$ cat config.mk
export PLATFORM = sky130hd
export DESIGN_NAME = oifs_tx_fifo
export DESIGN_NICKNAME = d
export VERILOG_FILES = /design/src/rtl/oifs_tx_fifo.sv
export SDC_FILE = /design/constraint.sdc
export NUM_CORES = 1
export LEC_CHECK = 0
export BUFFER_PORTS_ARGS = -buffer_cell sky130_fd_sc_hd__clkbuf_2
export CAP_MARGIN = 10
export CORE_ASPECT_RATIO = 2
export CORE_MARGIN = 5
export CORE_UTILIZATION = 30
export CTS_CLUSTER_DIAMETER = 30
export DETAILED_ROUTE_END_ITERATION = 7
export PLACE_DENSITY_LB_ADDON = 0.15
export SETUP_SLACK_MARGIN = 0.4
export SKIP_LAST_GASP = 1
export SLEW_MARGIN = 20
export SYNTH_ARGS = -nofsm -noshare
export SYNTH_HDL_FRONTEND = slang
export SYNTH_SLANG_ARGS = --single-unit
$ cat constraint.sdc
create_clock -name i_clk -period 3.44 [get_ports i_clk]
set_clock_uncertainty 0.2 [all_clocks]
set_input_delay 0.172 -clock i_clk [delete_from_list [all_inputs] [get_ports i_clk]]
set_output_delay 0.172 -clock i_clk [all_outputs]
set_load 0.05 [all_outputs]
$ cat src/rtl/oifs_tx_fifo.sv
`default_nettype none
// ============================================================================
//  Module      : oifs_tx_fifo
//  Description : First-word-fall-through byte FIFO placed in front of the
//                OIFS fast-serial transmitter. Each entry holds one byte
//                plus the FT channel-select bit. It also reports the fill
//                level and a sticky overflow flag for the debug LEDs.
//
//  Ports       : i_clk        system clock (PLL output domain)
//                i_arst       asynchronous active-high reset
//                i_wr_valid   producer has a byte
//                o_wr_ready   FIFO can accept (not full)
//                i_wr_data    byte to send
//                i_wr_chan    FT channel bit (0 = A, 1 = B)
//                o_rd_valid   head entry available (not empty)
//                i_rd_ready   serializer pops the head this cycle
//                o_rd_data    head byte (FWFT)
//                o_rd_chan    head channel bit
//                o_level      occupancy, 0..2**DEPTH_LOG2
//                o_ovf        sticky: write attempted while full
//                i_ovf_clr    synchronous clear of o_ovf
//                o_afull      registered level >= AFULL_THRESH
//                             (only with OIFS_TX_FIFO_AFULL_EN)
//
//  Options     : `define OIFS_TX_FIFO_AFULL_EN adds o_afull/AFULL_THRESH.
//  Revision    : 1.0  initial release
// ============================================================================
module oifs_tx_fifo #(
    parameter int DEPTH_LOG2   = 4
`ifdef OIFS_TX_FIFO_AFULL_EN
  , parameter int AFULL_THRESH = 12
`endif
) (
    input  logic                  i_clk,
    input  logic                  i_arst,
    input  logic                  i_wr_valid,
    output logic                  o_wr_ready,
    input  logic [7:0]            i_wr_data,
    input  logic                  i_wr_chan,
    output logic                  o_rd_valid,
    input  logic                  i_rd_ready,
    output logic [7:0]            o_rd_data,
    output logic                  o_rd_chan,
    output logic [DEPTH_LOG2:0]   o_level,
    output logic                  o_ovf,
    input  logic                  i_ovf_clr
`ifdef OIFS_TX_FIFO_AFULL_EN
  , output logic                  o_afull
`endif
);

    localparam int c_DEPTH = 1 << DEPTH_LOG2;
    localparam int c_PTR_W = DEPTH_LOG2 + 1;
    localparam logic [c_PTR_W-1:0] c_PTR_ONE = {{DEPTH_LOG2{1'b0}}, 1'b1};

    // Pointers carry one extra wrap bit so full and empty are distinguishable
    logic [c_PTR_W-1:0]  r_wr_ptr;
    logic [c_PTR_W-1:0]  r_rd_ptr;
    logic                r_ovf;
    logic [8:0]          r_mem [c_DEPTH];

    logic                w_empty;
    logic                w_full;
    logic                w_wr_fire;
    logic                w_rd_fire;
    logic                w_ovf_set;
    logic [c_PTR_W-1:0]  w_level;

    // Flags come only from registered pointers, so there is no combinational
    // path from i_rd_ready to o_wr_ready. A full FIFO refuses a write even
    // when a read fires in the same cycle.
    assign w_empty   = (r_wr_ptr == r_rd_ptr);
    assign w_full    = (r_wr_ptr[DEPTH_LOG2] != r_rd_ptr[DEPTH_LOG2]) &&
                       (r_wr_ptr[DEPTH_LOG2-1:0] == r_rd_ptr[DEPTH_LOG2-1:0]);
    assign w_wr_fire = i_wr_valid & ~w_full;
    assign w_rd_fire = i_rd_ready & ~w_empty;
    assign w_ovf_set = i_wr_valid & w_full;

    // Modulo-2*depth difference is exactly the occupancy 0..depth
    assign w_level   = r_wr_ptr - r_rd_ptr;

    assign o_wr_ready = ~w_full;
    assign o_rd_valid = ~w_empty;
    assign o_level    = w_level;
    assign o_ovf      = r_ovf;
    assign {o_rd_chan, o_rd_data} = r_mem[r_rd_ptr[DEPTH_LOG2-1:0]];

    always_ff @(posedge i_clk or posedge i_arst) begin
        if (i_arst) begin
            r_wr_ptr <= '0;
            r_rd_ptr <= '0;
            r_ovf    <= 1'b0;
        end else begin
            if (w_wr_fire) begin
                r_wr_ptr <= r_wr_ptr + c_PTR_ONE;
            end
            if (w_rd_fire) begin
                r_rd_ptr <= r_rd_ptr + c_PTR_ONE;
            end
            // A new overflow wins over a simultaneous clear
            r_ovf <= w_ovf_set | (r_ovf & ~i_ovf_clr);
        end
    end

    // Storage is deliberately left unreset; o_rd_data is meaningless
    // while o_rd_valid is low.
    always_ff @(posedge i_clk) begin
        if (w_wr_fire) begin
            r_mem[r_wr_ptr[DEPTH_LOG2-1:0]] <= {i_wr_chan, i_wr_data};
        end
    end

`ifdef OIFS_TX_FIFO_AFULL_EN
    logic [c_PTR_W-1:0]  w_wr_ptr_nxt;
    logic [c_PTR_W-1:0]  w_rd_ptr_nxt;
    logic [c_PTR_W-1:0]  w_level_nxt;
    logic                r_afull;

    // Compare the next level so o_afull changes on the same edge as o_level
    assign w_wr_ptr_nxt = w_wr_fire ? (r_wr_ptr + c_PTR_ONE) : r_wr_ptr;
    assign w_rd_ptr_nxt = w_rd_fire ? (r_rd_ptr + c_PTR_ONE) : r_rd_ptr;
    assign w_level_nxt  = w_wr_ptr_nxt - w_rd_ptr_nxt;

    always_ff @(posedge i_clk or posedge i_arst) begin
        if (i_arst) begin
            r_afull <= 1'b0;
        end else begin
            r_afull <= (32'(w_level_nxt) >= AFULL_THRESH);
        end
    end

    assign o_afull = r_afull;
`endif

endmodule
`default_nettype wire
### Word-level counts from Yosys, hierarchy flattened

Memories as Yosys holds them, arrays and structs flattened.
Index checks and enable logic that the tools add are counted.
W data, S select, Z words.

| storage, ports and cells | value |
|---|---|
| flip-flop bits (word level) | 11 |
| memory bits (writable) | 144 |
| bits of input ports | 14 |
| output and inout bits | 17 |
| logic and storage cells | 21 |
| memories | 1 |

| operators by class | value |
|---|---|
| $add $sub $neg | 3 |
| eq/ne operators | 3 |
| multiplexer cells | 2 |
| bitwise logic cells | 8 |
| reduce and logical (&&, ||, !) cells | 1 |

Memory list:

| name | depth | width | read ports | clocked after Yosys merged registers in | write ports | RTL line | RTL |
|---|---|---|---|---|---|---|---|
| r_mem | 16 | 9 | 1 | 0 | 1 | 60 | `logic [8:0] r_mem [c_DEPTH];` |

Operators by type and width:

| cell | count |
|---|---|
| $add A5 B1 Y5 const B | 2 |
| $eq A5 B5 Y1 | 1 |
| $sub A5 B5 Y5 | 1 |
| $and A1 B1 Y1 | 4 |
| $eq A4 B4 Y1 | 1 |
| $not A1 Y1 | 3 |
| $mux W1 | 2 |
| $logic_and A1 B1 Y1 | 1 |
| $ne A1 B1 Y1 | 1 |
| $or A1 B1 Y1 | 1 |

### Longest topological paths before layout

Gate-level depths: netlist of the first run.

| logic depth | value |
|---|---|
| word-level depth | 6 |
| depth in mapped cells | 9 |

### Least setup slack after synthesis of the first run

Ideal clock, no wire load.

| path | value |
|---|---|
| kind | register -> register |
| start point | register r_rd_ptr[1] |
| end point | memory r_mem[3][0], enable pin |
| library setup time | 387 ps |
| arrival | 2497 ps |
| data required time | 2853 ps |
| setup slack | 356 ps |
| cell stages (with the launch flop) | 10 |
| path buffers | 3 |
| cells stage by stage | dfrtp_1 -> buf_4 -> buf_2 -> inv_1 -> ha_1 -> and4_1 -> buf_2 -> a21boi_4 -> nand2_1 -> nor3_1 |

| between the ends | value |
|---|---|
| word-level cells in the longest chain between the ends | 6 |

Ends and longest elaborated chain:

| element | RTL line | RTL |
|---|---|---|
| start: declaration | 58 | `logic [c_PTR_W-1:0] r_rd_ptr;` |
| start signal: assignment | 98 | `r_rd_ptr <= r_rd_ptr + c_PTR_ONE;` |
| $eq A4 B4 Y1 | 74 | `(r_wr_ptr[DEPTH_LOG2-1:0] == r_rd_ptr[DEPTH_LOG2-1:0]);` |
| $logic_and A1 B1 Y1 | 73 | `assign w_full = (r_wr_ptr[DEPTH_LOG2] != r_rd_ptr[DEPTH_LOG2]) &&` |
| $not A1 Y1 | 75 | `assign w_wr_fire = i_wr_valid & ~w_full;` |
| $and A1 B1 Y1 | 75 |  |
| $mux W1 | 108 | `if (w_wr_fire) begin` |
| $mux W1 (implied by the code) | 109 | `r_mem[r_wr_ptr[DEPTH_LOG2-1:0]] <= {i_wr_chan, i_wr_data};` |
| end: declaration | 60 |  |

Every way passes these cells.

### Worst setup path after layout of the first run

| path | value |
|---|---|
| start point | register r_rd_ptr[0] |
| end point | output port o_rd_data[5] |

| between the ends | value |
|---|---|
| word-level cells in the longest chain between the ends | 1 |

Ends and longest elaborated chain:

| element | RTL line | RTL |
|---|---|---|
| $mem_v2 Z16 W9 | -- |  |
| end: declaration | 42 | `output logic [7:0] o_rd_data,` |

Every way passes these cells.

==> results of run 1 <==
-- timing repair --
| item | 4_1_cts | 5_1_grt |
|---|---|---|
| endpoints found under the hold margin | 16 | 0 |
| hold buffers | 5 | 0 |
| endpoints found under the setup margin | 10 | 30 |
| pin swaps | 0 | 0 |
| gates resized for setup | 2 | 1 |
-- flip-flops by register name, summed over array words and instances (netlist names) --
register	count
r_mem	144
r_rd_ptr	5
r_wr_ptr	5
o_ovf	1
-- metrics by stage --
| stage | area, sq um | total power [uW] | setup WS [ps] | hold slack, ps | cells |
|---|---|---|---|---|---|
| floorplan | 6339 | 4656 | 593.4 | -175.6 | 328 |
| global placement | 6888 | 5479 | 622.4 | -13.62 | 633 |
| detailed placement | 6888 | 5501 | 568.3 | -3.908 | 633 |
| CTS | 7501 | 7296 | 448.4 | 40.70 | 669 |
| global route | 7502 | 7521 | 401.1 | 60.75 | 669 |
| finish | 7502 | 7179 | 502.6 | 41.12 | 669 |
-- layout by cell type, fill, tap and decap left out, types with 5 or more instances in the layout --
master and count:
a22oi_1 9, a32oi_1 9, buf_4 19, clkbuf_16 17
clkbuf_2 30, clkinv_2 5, dfrtp_1 8, dlygate4sd3_1 5
edfxtp_1 144, ha_1 9, inv_1 8, mux2i_1 27
mux4_1 9, mux4_2 18, nand2_1 10, nor2_1 12
o21ai_1 9, xnor2_1 10
-- layout make-up --
| cell class | instances | area [sq um] | share of cell area |
|---|---|---|---|
| clock buffer | 17 | 425.4 | 0.05670 |
| clock inverter | 14 | 131.4 | 0.01751 |
| inverter | 10 | 37.54 | 0.005003 |
| multi-input combinational | 149 | 1612 | 0.2148 |
| sequential | 155 | 4606 | 0.6139 |
| tap | 269 | 336.6 | 0.04486 |
| timing repair buffer | 55 | 354.1 | 0.04720 |
-- power groups by stage --
stage,clock (uW),combinational (uW),sequential [uW]
floorplan,0,2230,2430
global placement,0,2940,2540
detailed placement,0,2950,2550
CTS,1810,2970,2510
global route,1890,3100,2540
finish,1770,2900,2510
-- worst max-delay path, stage by stage (launching register included) --
cell      delay [ps]
dfrtp_4          610
buf_4            290
mux4_1           670
a32oi_1          180
o21ai_1          110
clkbuf_2         260
-- Yosys cell counts, drive strengths merged, types with 3 or more instances --
library cell  instances
nand4                 3
xnor2                10
dfrtp                11
nor2                 12
ha                    9
inv                   9
xor2                  3
edfxtp              144
nor3                  4
mux2i                27
buf                  12
mux4                 27
nand2                10
a32oi                 9
o21ai                12
a22oi                 9
-- kinds of logic (layout without fill, tap and decap cells) --
family                   count (synthesis)  count (layout)  share of synthesized area
multiplexers                            54              54                     0.1444
buffers and inverters                   24              96                    0.02020
AND/OR/NAND/NOR                         36              36                    0.02713
AO/OA/AOI/OAI                           36              36                    0.04138
XOR/XNOR                                13              13                    0.01802
adder cells (fa/ha/maj)                 10              10                    0.02099
flip-flops                             155             155                     0.7279
-- layer usage --
metal,vias up,wire (microns)
li1,1441,-
met1,1661,5779
met2,67,9331
met3,27,377
met4,0,349
met5,-,0
-- worst max-delay path by stage --
stage / start / end / slack [ps] / depth (start not counted)
after global routing: r_rd_ptr[0]$_DFFE_PP0P_ / o_rd_data[3] / 400 / 5
after global placement: r_rd_ptr[3]$_DFFE_PP0P_ / r_mem[11][3]$_DFFE_PP_ / 620 / 7
after detailed placement: r_rd_ptr[3]$_DFFE_PP0P_ / r_mem[7][2]$_DFFE_PP_ / 570 / 7
after floorplan: r_rd_ptr[1]$_DFFE_PP0P_ / r_mem[11][0]$_DFFE_PP_ / 590 / 9
after CTS: r_rd_ptr[0]$_DFFE_PP0P_ / o_rd_data[5] / 450 / 5
final: r_rd_ptr[0]$_DFFE_PP0P_ / o_rd_data[5] / 500 / 5
==> impl_results.md, run 1 <==
* Max Cap Violations at 0
* Kind of start point of the critical path: register
* DIE AREA at between 20000 and 25000 sq um
* Num CTS Buffers at 17
* CP required at a little over 3000 ps
* Rows at 75
* Diode count at 0
* CP Class: register to primary output
* Final max-slew violation count at 0
* Fin crit period at roughly 2900 ps
* Clock power share at 0.246
* Mapped Area at 6319 sq um
* Die Span Y at 215.2 microns
* P_leak at 0.002592 uW
* Worst vdd ir at approximately 0.85 mV
* Vias/cell at about 4.8
* Syn Area/Cell at 19.26 sq um
* Max-Slew Margin vs Limit at 0.6284
* Clock root cell: clkbuf_16
* Share of cells above drive strength 1 at 0.2700
* Residual DRC at 0
* Post-synth cell types at 35
* Post-CTS Repair Setup Buffers at 0
* # IOs at 31
* Setup crit end kind: primary output
* Worst Hold Path EP: r_mem[7][8]$_DFFE_PP_
* Skew-Pair Late Insertion Delay at 430 ps
* Starting Density at 0.3033
* GRT met1 Usage at 0.1410
* Top cell type by total area after synthesis: edfxtp_1
* P_int at 4291 uW
* Pwr per Cell Area at 956.9 nW/um^2
* Port-buffer cells at 30
* Fmax at about 340 MHz
* Net Switching at 2888 uW
* Clk buf depth at 2
* Cell count after synthesis at 328
* Clock slew at reported path FFs at 60 ps
* Synth area leaders: edfxtp_1 68%, mux4_2 6.4%, dfrtp_1 4.4%, mux2i_1 4.3%, mux4_1 3.7%
* GR Layer Usage met3 at 0.02702
* GRT overflow at 0
* Drt first pass iters at 4
* Crit path arrival time at 2570 ps
* WL per Instance at 23.67 microns
* Synth Warn # at 0
* Total Wirelength at 15.84 mm
* Reg2Reg Setup Slack at between 600 and 700 ps
* Area share of the largest cell type after synthesis at 0.6844
* Initial drt markers at approximately 220
* GPL Wtd Cong at ~0.9
* Fraction of registers with async set/reset at 0.07097
* Register area share after synthesis at 0.7279
* Sink Count at between 150 and 200
* EDFF count, synth at roughly 140
* Final ANT Viol Nets at 0
* Hold Crit Start: i_wr_chan
* Reg-to-reg startpoint: r_rd_ptr[3]$_DFFE_PP0P_
* Run status: complete, no violations
* CTS tree: built
* Measured slew at the worst slew-check pin at 555.3 ps
* Final setup vio count at 0
* Area delta synth->final at 18.73%
* Met2 GRT Util at 0.2591
* All-Layer GR Usage at 0.1359
* Die W at 112.6 microns
* Vias in the first global route at around 3400
* #FFs+latches synth at 155
* Routed via count at 3196
* Layout Utilization at 0.3601
* Reg2reg path depth at 7
* Unrepaired setup endpoints after global routing: no
* First-pass GRT wire length at 23.07 mm
* Min-delay worst type: primary input to register
* Most Used Layer, Global Route: met2
* CTS H-Tree Depth at 4
* Mapped Nets at 352
* Tcrit/Tclk final at 0.8539
* Setup tns final at 0 ps
* Comb pwr share at 0.404
* Sequential Power Share at 0.350
* Hold Crit Depth at 1
* Switching portion of total power at 0.4022
* NumNets Final at 412
* CP max FO at 15
* Initial antenna violation count at 0
* Ys flop type: edfxtp_1
* FILL cells at between 1500 and 2000
* Fin. Hold Viols at 0
* Core area at 20830 sq um
* Pin count of the biggest net entering global routing at 48
* Reg2reg end: r_mem[12][3]$_DFFE_PP_
* DP Wirelength at 11.19 mm
No activity file was read; power rests on OpenSTA's default activity.
==> run 2: changes to the inputs <==
Settings changed: GPL_TIMING_DRIVEN set to 0.
==> run 2 against run 1 <==
Compared with the run above:
- total power grew 8.3%
- critical path depth increased by 2
- setup slack better by 13 ps
- critical path type unchanged
- highest routed layer unchanged
==> impl_results.md, run 2 (synthesis results as in run 1) <==
* All-Layer GR Usage at 0.1353
* Port-buffer cells at 30
* CTS tree: built
* Share of cells above drive strength 1 at 0.3103
* P_leak at 0.002721 uW
* Pin count of the biggest net entering global routing at 17
* Final setup vio count at 0
* Total Wirelength at 15.78 mm
* CP Class: register to primary output
* Dpl cells at 627
* Max Cap Violations at 0
* Max-Slew Margin vs Limit at 0.3792
* CP required at 3070 ps
* Final cell count without fillers at 675
* Multi-input logic area at 1754 sq um
* Vias/cell at 4.793
* Clk buf depth at 2
* Final ANT Viol Nets at 0
* Core area at 20830 sq um
* Sequential cell area at 4599 sq um
* Most common cell after layout, fill and taps aside: edfxtp_1
* Die W at 112.6 microns
* Run status: complete, no violations
* First-pass GRT wire length at 23.05 mm
* Worst vdd ir at about 0.84 mV
* Area delta synth->final at 25.11%
* Sink Count at 155
* Fin. Hold Viols at 0
* DIE AREA at 24240 sq um
* Residual DRC at 0
* CTS H-Tree Depth at 4
* Most frequent cells in the layout: 144 x edfxtp_1, 29 x clkbuf_2, 27 x mux2i_1, 18 x mux4_2, 17 x clkbuf_16
* Diode count at 0
* Initial antenna violation count at 0
* Measured slew at the worst slew-check pin at 931.2 ps
* DP Wirelength at 10.90 mm
* Setup crit end kind: primary output
* GPL Wtd Cong at 0.8734
* Pwr per Cell Area at approximately 980 nW/um^2
* # IOs at 31
* FILL cells at around 1900
* Starting Density at 0.3033
* Die Span Y at ~220 microns
* Kind of start point of the critical path: register
* Setup tns final at 0 ps
* NumNets Final at approximately 420
* Routed via count at 3235
* Num CTS Buffers at 17
* Unrepaired setup endpoints after global routing: no
* Vias in the first global route at 3437
* Max reg flops at 144
* CP max FO at 10
* Fin crit period at 2924 ps
* Fmax at approximately 340 MHz
* Min Hold Slack at 40.81 ps
* Initial drt markers at 230
* GRT overflow at 0
* Drt first pass iters at 4
* Final max-slew violation count at 0
* Clock slew at reported path FFs at 60 ps
* Min-delay worst type: primary input to register
* Tcrit/Tclk final at 0.8500
* Skew-Pair Late Insertion Delay at around 420 ps
* Rows at 75
* Crit path arrival time at roughly 2600 ps
* Clock root cell: clkbuf_16
* WL per Instance at 23.37 microns
[run 2: cell type report]
cell class | count | area share
Buffer | 14 | 0.01266
Clock buffer | 17 | 0.05381
Clock inverter | 15 | 0.02881
Inverter | 10 | 0.005223
Multi-Input combinational cell | 149 | 0.2219
Sequential cell | 155 | 0.5818
Tap cell | 269 | 0.04258
Timing Repair Buffer | 46 | 0.05318
[run 2: final timing paths]
path	from	endpoint	slack [ps]	cells past startpoint
max	r_rd_ptr[0]$_DFFE_PP0P_	o_rd_data[3]	520	7
min	i_wr_data[3]	r_mem[14][3]$_DFFE_PP_	40	1
max reg2reg	r_rd_ptr[1]$_DFFE_PP0P_	r_mem[3][6]$_DFFE_PP_	530	11
min reg2reg	r_wr_ptr[4]$_DFFE_PP0P_	r_wr_ptr[4]$_DFFE_PP0P_	340	1
max in group asynchronous	i_arst	r_wr_ptr[1]$_DFFE_PP0P_	2630	3
min in group asynchronous	i_arst	r_rd_ptr[4]$_DFFE_PP0P_	90	3
[run 2: report_power, final]
part	internal, uW	total (uW)	switching (uW)	leakage [uW]
clock network	1350	2070	721	0.000319
registers	2300	2410	112	0.00143
logic	1070	3300	2220	0.000968
total	4720	7770	3060	0.00272
[run 2: worst max-delay path, cell delays in order (launching register included)]
cell and delay, ps:
dfrtp_1 510, buf_6 240, nor2b_1 70, buf_2 200, a22oi_1 450, a32oi_1 200
o21ai_1 130, clkbuf_2 310
[run 2: timing repair]
action,in CTS,in global routing
pin swaps,12,0
gates resized for setup,37,4
endpoints found under the hold margin,15,0
setup buffers,12,0
endpoints found under the setup margin,147,15
cloned,0,0
hold buffers,4,0
[run 2: layer usage]
layer	GRT usage	share of wire	vias to the layer above
li1	-	-	1450
met1	0.1420	0.37	1681
met2	0.2425	0.56	82
met3	0.03377	0.036	22
met4	0.07461	0.042	0
met5	0	0	-
[run 2: through the flow]
step | cell area, sq um | util | setup WS [ps] | power [uW]
global route | 7905 | 0.3795 | 403.0 | 8109
global placement | 6825 | 0.3276 | -353.0 | 5529
finish | 7905 | 0.3795 | 516.1 | 7775
floorplan | 6339 | - | 593.4 | 4656
CTS | 7890 | 0.3787 | 421.3 | 7861
detailed placement | 6825 | 0.3276 | -394.1 | 5555
==> run 3: changes to the inputs <==
Clock period 3.44 ns to 2.5 ns, I/O delays scaled along.
==> run 3 against run 2 <==
Compared with the run above:
- the run now ends with setup timing left
- core utilization grew 6.2 points
- clock power grew 37%
- hold slack lost 35 ps
- critical path type is now register to register
- largest cell class unchanged
==> impl_results.md, run 3 (synthesis results as in run 1) <==
* Starting Density at 0.3033
* Skew-Pair Late Insertion Delay at 430 ps
* Peak per-stage delay on the critical path at 410 ps
* Setup tns final at -4958 ps
* Kind of start point of the critical path: register
* Min-delay worst type: primary input to register
* Fin. Hold Viols at 0
* Run status: complete, but fails checks
* Routed via count at 3489
* Tcrit/Tclk final at 1.042
* Worst vdd ir at 1.983 mV
* Unrepaired setup endpoints after global routing: yes
* CTS H-Tree Depth at 4
* Setup crit end kind: register
* Reg-to-reg startpoint: r_rd_ptr[1]$_DFFE_PP0P_
* Crit path arrival time at between 2000 and 3000 ps
* Final Cell Area at 9186 sq um
* Initial drt markers at roughly 180
* Max-Slew Margin vs Limit at 0.4435
* FILL cells at 1841
* Diode count at 0
* Crit path cell chain: buf_8 -> buf_12 -> clkinv_8 -> ha_4 -> and4_1 -> buf_6 -> a21boi_4 -> buf_12 -> buf_12 -> nand2_8 -> buf_6 -> nor2_4 -> clkbuf_16
* Max Cap Violations at 0
* Port-buffer cells at 30
* P_leak at 0.003188 uW
* Most common cell after layout, fill and taps aside: edfxtp_1
* Core area at 20830 sq um
* GPL Wtd Cong at about 0.86
* CP Class: register to register
* Sink Count at approximately 160
* Initial antenna violation count at 0
* DP Wirelength at 10.68 mm
* Final ANT Viol Nets at 0
* Final cell count without fillers at 735
* Most frequent cells in the layout: 144 x edfxtp_1, 26 x mux2i_1, 25 x mux4_2, 24 x buf_12, 23 x buf_6
* Hold Crit Start: i_wr_data[5]
* Fmax at 383.8 MHz
* Critical path origin: r_rd_ptr[1]$_DFFE_PP0P_
* WL per Instance at 22.45 microns
* Max reg flops at 144
* Fin crit period at 2605 ps
* Final setup vio count at 93
* Clk buf depth at 2
* Vias in the first global route at roughly 3700
* Die Span Y at 215.2 microns
* Dpl cells at 627
* Residual DRC at 0
* CTS tree: built
* First-pass GRT wire length at 24.19 mm
* Final Power at 12810 uW
* Share of cells above drive strength 1 at 0.4936
* Clock root cell: clkbuf_16
* GRT overflow at 0
* Rows at between 70 and 80
* NumNets Final at 477
* Num CTS Buffers at 17
* CP required at between 2000 and 2500 ps
* Layout Utilization at 0.4410
* Die W at around 110 microns
* Violated checks: setup timing
* Placed Area at around 7000 sq um
* Clock slew at reported path FFs at 60 ps
* Total Wirelength at 16.50 mm
* Measured slew at the worst slew-check pin at 828.8 ps
* DIE AREA at 24240 sq um
* CP max FO at 6
* Setup ws final at -105.4 ps
* Final max-slew violation count at 0
* Pin count of the biggest net entering global routing at 17
* Pwr per Cell Area at 1394 nW/um^2
* # IOs at 31
* Cell repeated most along the worst path: buf_12
* Vias/cell at 4.747
* Area delta synth->final at 45.39%
* All-Layer GR Usage at 0.1402
* Drt first pass iters at 7
* Critical path's slowest cell: dfrtp_1
## run 3: changes by cell type in the layout (fill, tap and decap cells not counted), moves of 5 or more
cell,previous run,this run
mux4_1,9,2
a22oi_1,7,0
buf_2,5,0
dlygate4sd3_1,4,9
buf_4,3,20
a22oi_2,2,9
clkbuf_2,29,16
buf_12,11,24
clkbuf_8,0,11
buf_6,5,23
mux4_2,18,25
buf_8,0,10
## run 3: critical path: cells and delay by family, from the launching register on
family                     cells  cell delay (ps)
and+or+nand+nor                3              360
adders and majority gates      1              180
buffers and inverters          8             1020
DFF                            1              410
AOI/OAI and AO/OA              1              140
## run 3: metal layers
metal  track usage  vias to the layer above  wire length, microns
met5             0                        -                     0
met2        0.2619                       77                  9690
met3       0.03659                       15                   489
met4       0.05375                        0                   410
li1              -                     1575                     -
met1        0.1469                     1822                  5914
## run 3: area by class of cell
type	instances	area (sq um)	area share
Timing Repair inverter	1	7.507	0.0008172
Buffer	14	171.4	0.01866
Tap cell	269	336.6	0.03664
Multi-Input combinational cell	149	2003	0.2181
Clock buffer	21	470.5	0.05121
Timing Repair Buffer	105	1339	0.1457
Clock inverter	11	190.2	0.02070
Sequential cell	155	4603	0.5011
Inverter	10	65.06	0.007083
## run 3: per-stage QoR
stage	hold WS (ps)	worst slack, ps
floorplan	-222.6	-94.97
global placement	-64.79	-659.1
detailed placement	-51.05	-663.9
CTS	0.2420	-104.1
global route	9.508	-186.1
finish	5.572	-105.4
## run 3: report_power, final
group | leakage, uW | internal (uW) | switching (uW) | total [uW]
Sequential | 0.00143 | 3170 | 154 | 3320
Clock | 0.000311 | 1850 | 990 | 2840
Combinational | 0.00145 | 2990 | 3660 | 6650
## run 3: worst paths after layout
| path | depth (start not counted) | slack, ps | endpoint |
|---|---|---|---|
| setup / recovery | 13 | -110 | r_mem[11][6]$_DFFE_PP_ |
| hold / removal | 1 | 6 | r_mem[10][5]$_DFFE_PP_ |
| setup reg to reg | 13 | -110 | r_mem[11][6]$_DFFE_PP_ |
| hold reg to reg | 1 | 330 | r_wr_ptr[4]$_DFFE_PP0P_ |
| max in group asynchronous | 3 | 1690 | r_rd_ptr[0]$_DFFE_PP0P_ |
| min in group asynchronous | 3 | 50 | r_wr_ptr[2]$_DFFE_PP0P_ |
## run 3: repair_timing
item | CTS | global route
endpoints found under the setup margin | 169 | 169
pin swaps | 31 | 18
endpoints found under the hold margin | 97 | 0
hold buffers | 9 | 0
gates resized for setup | 108 | 37
cloned | 5 | 4
setup buffers | 46 | 12
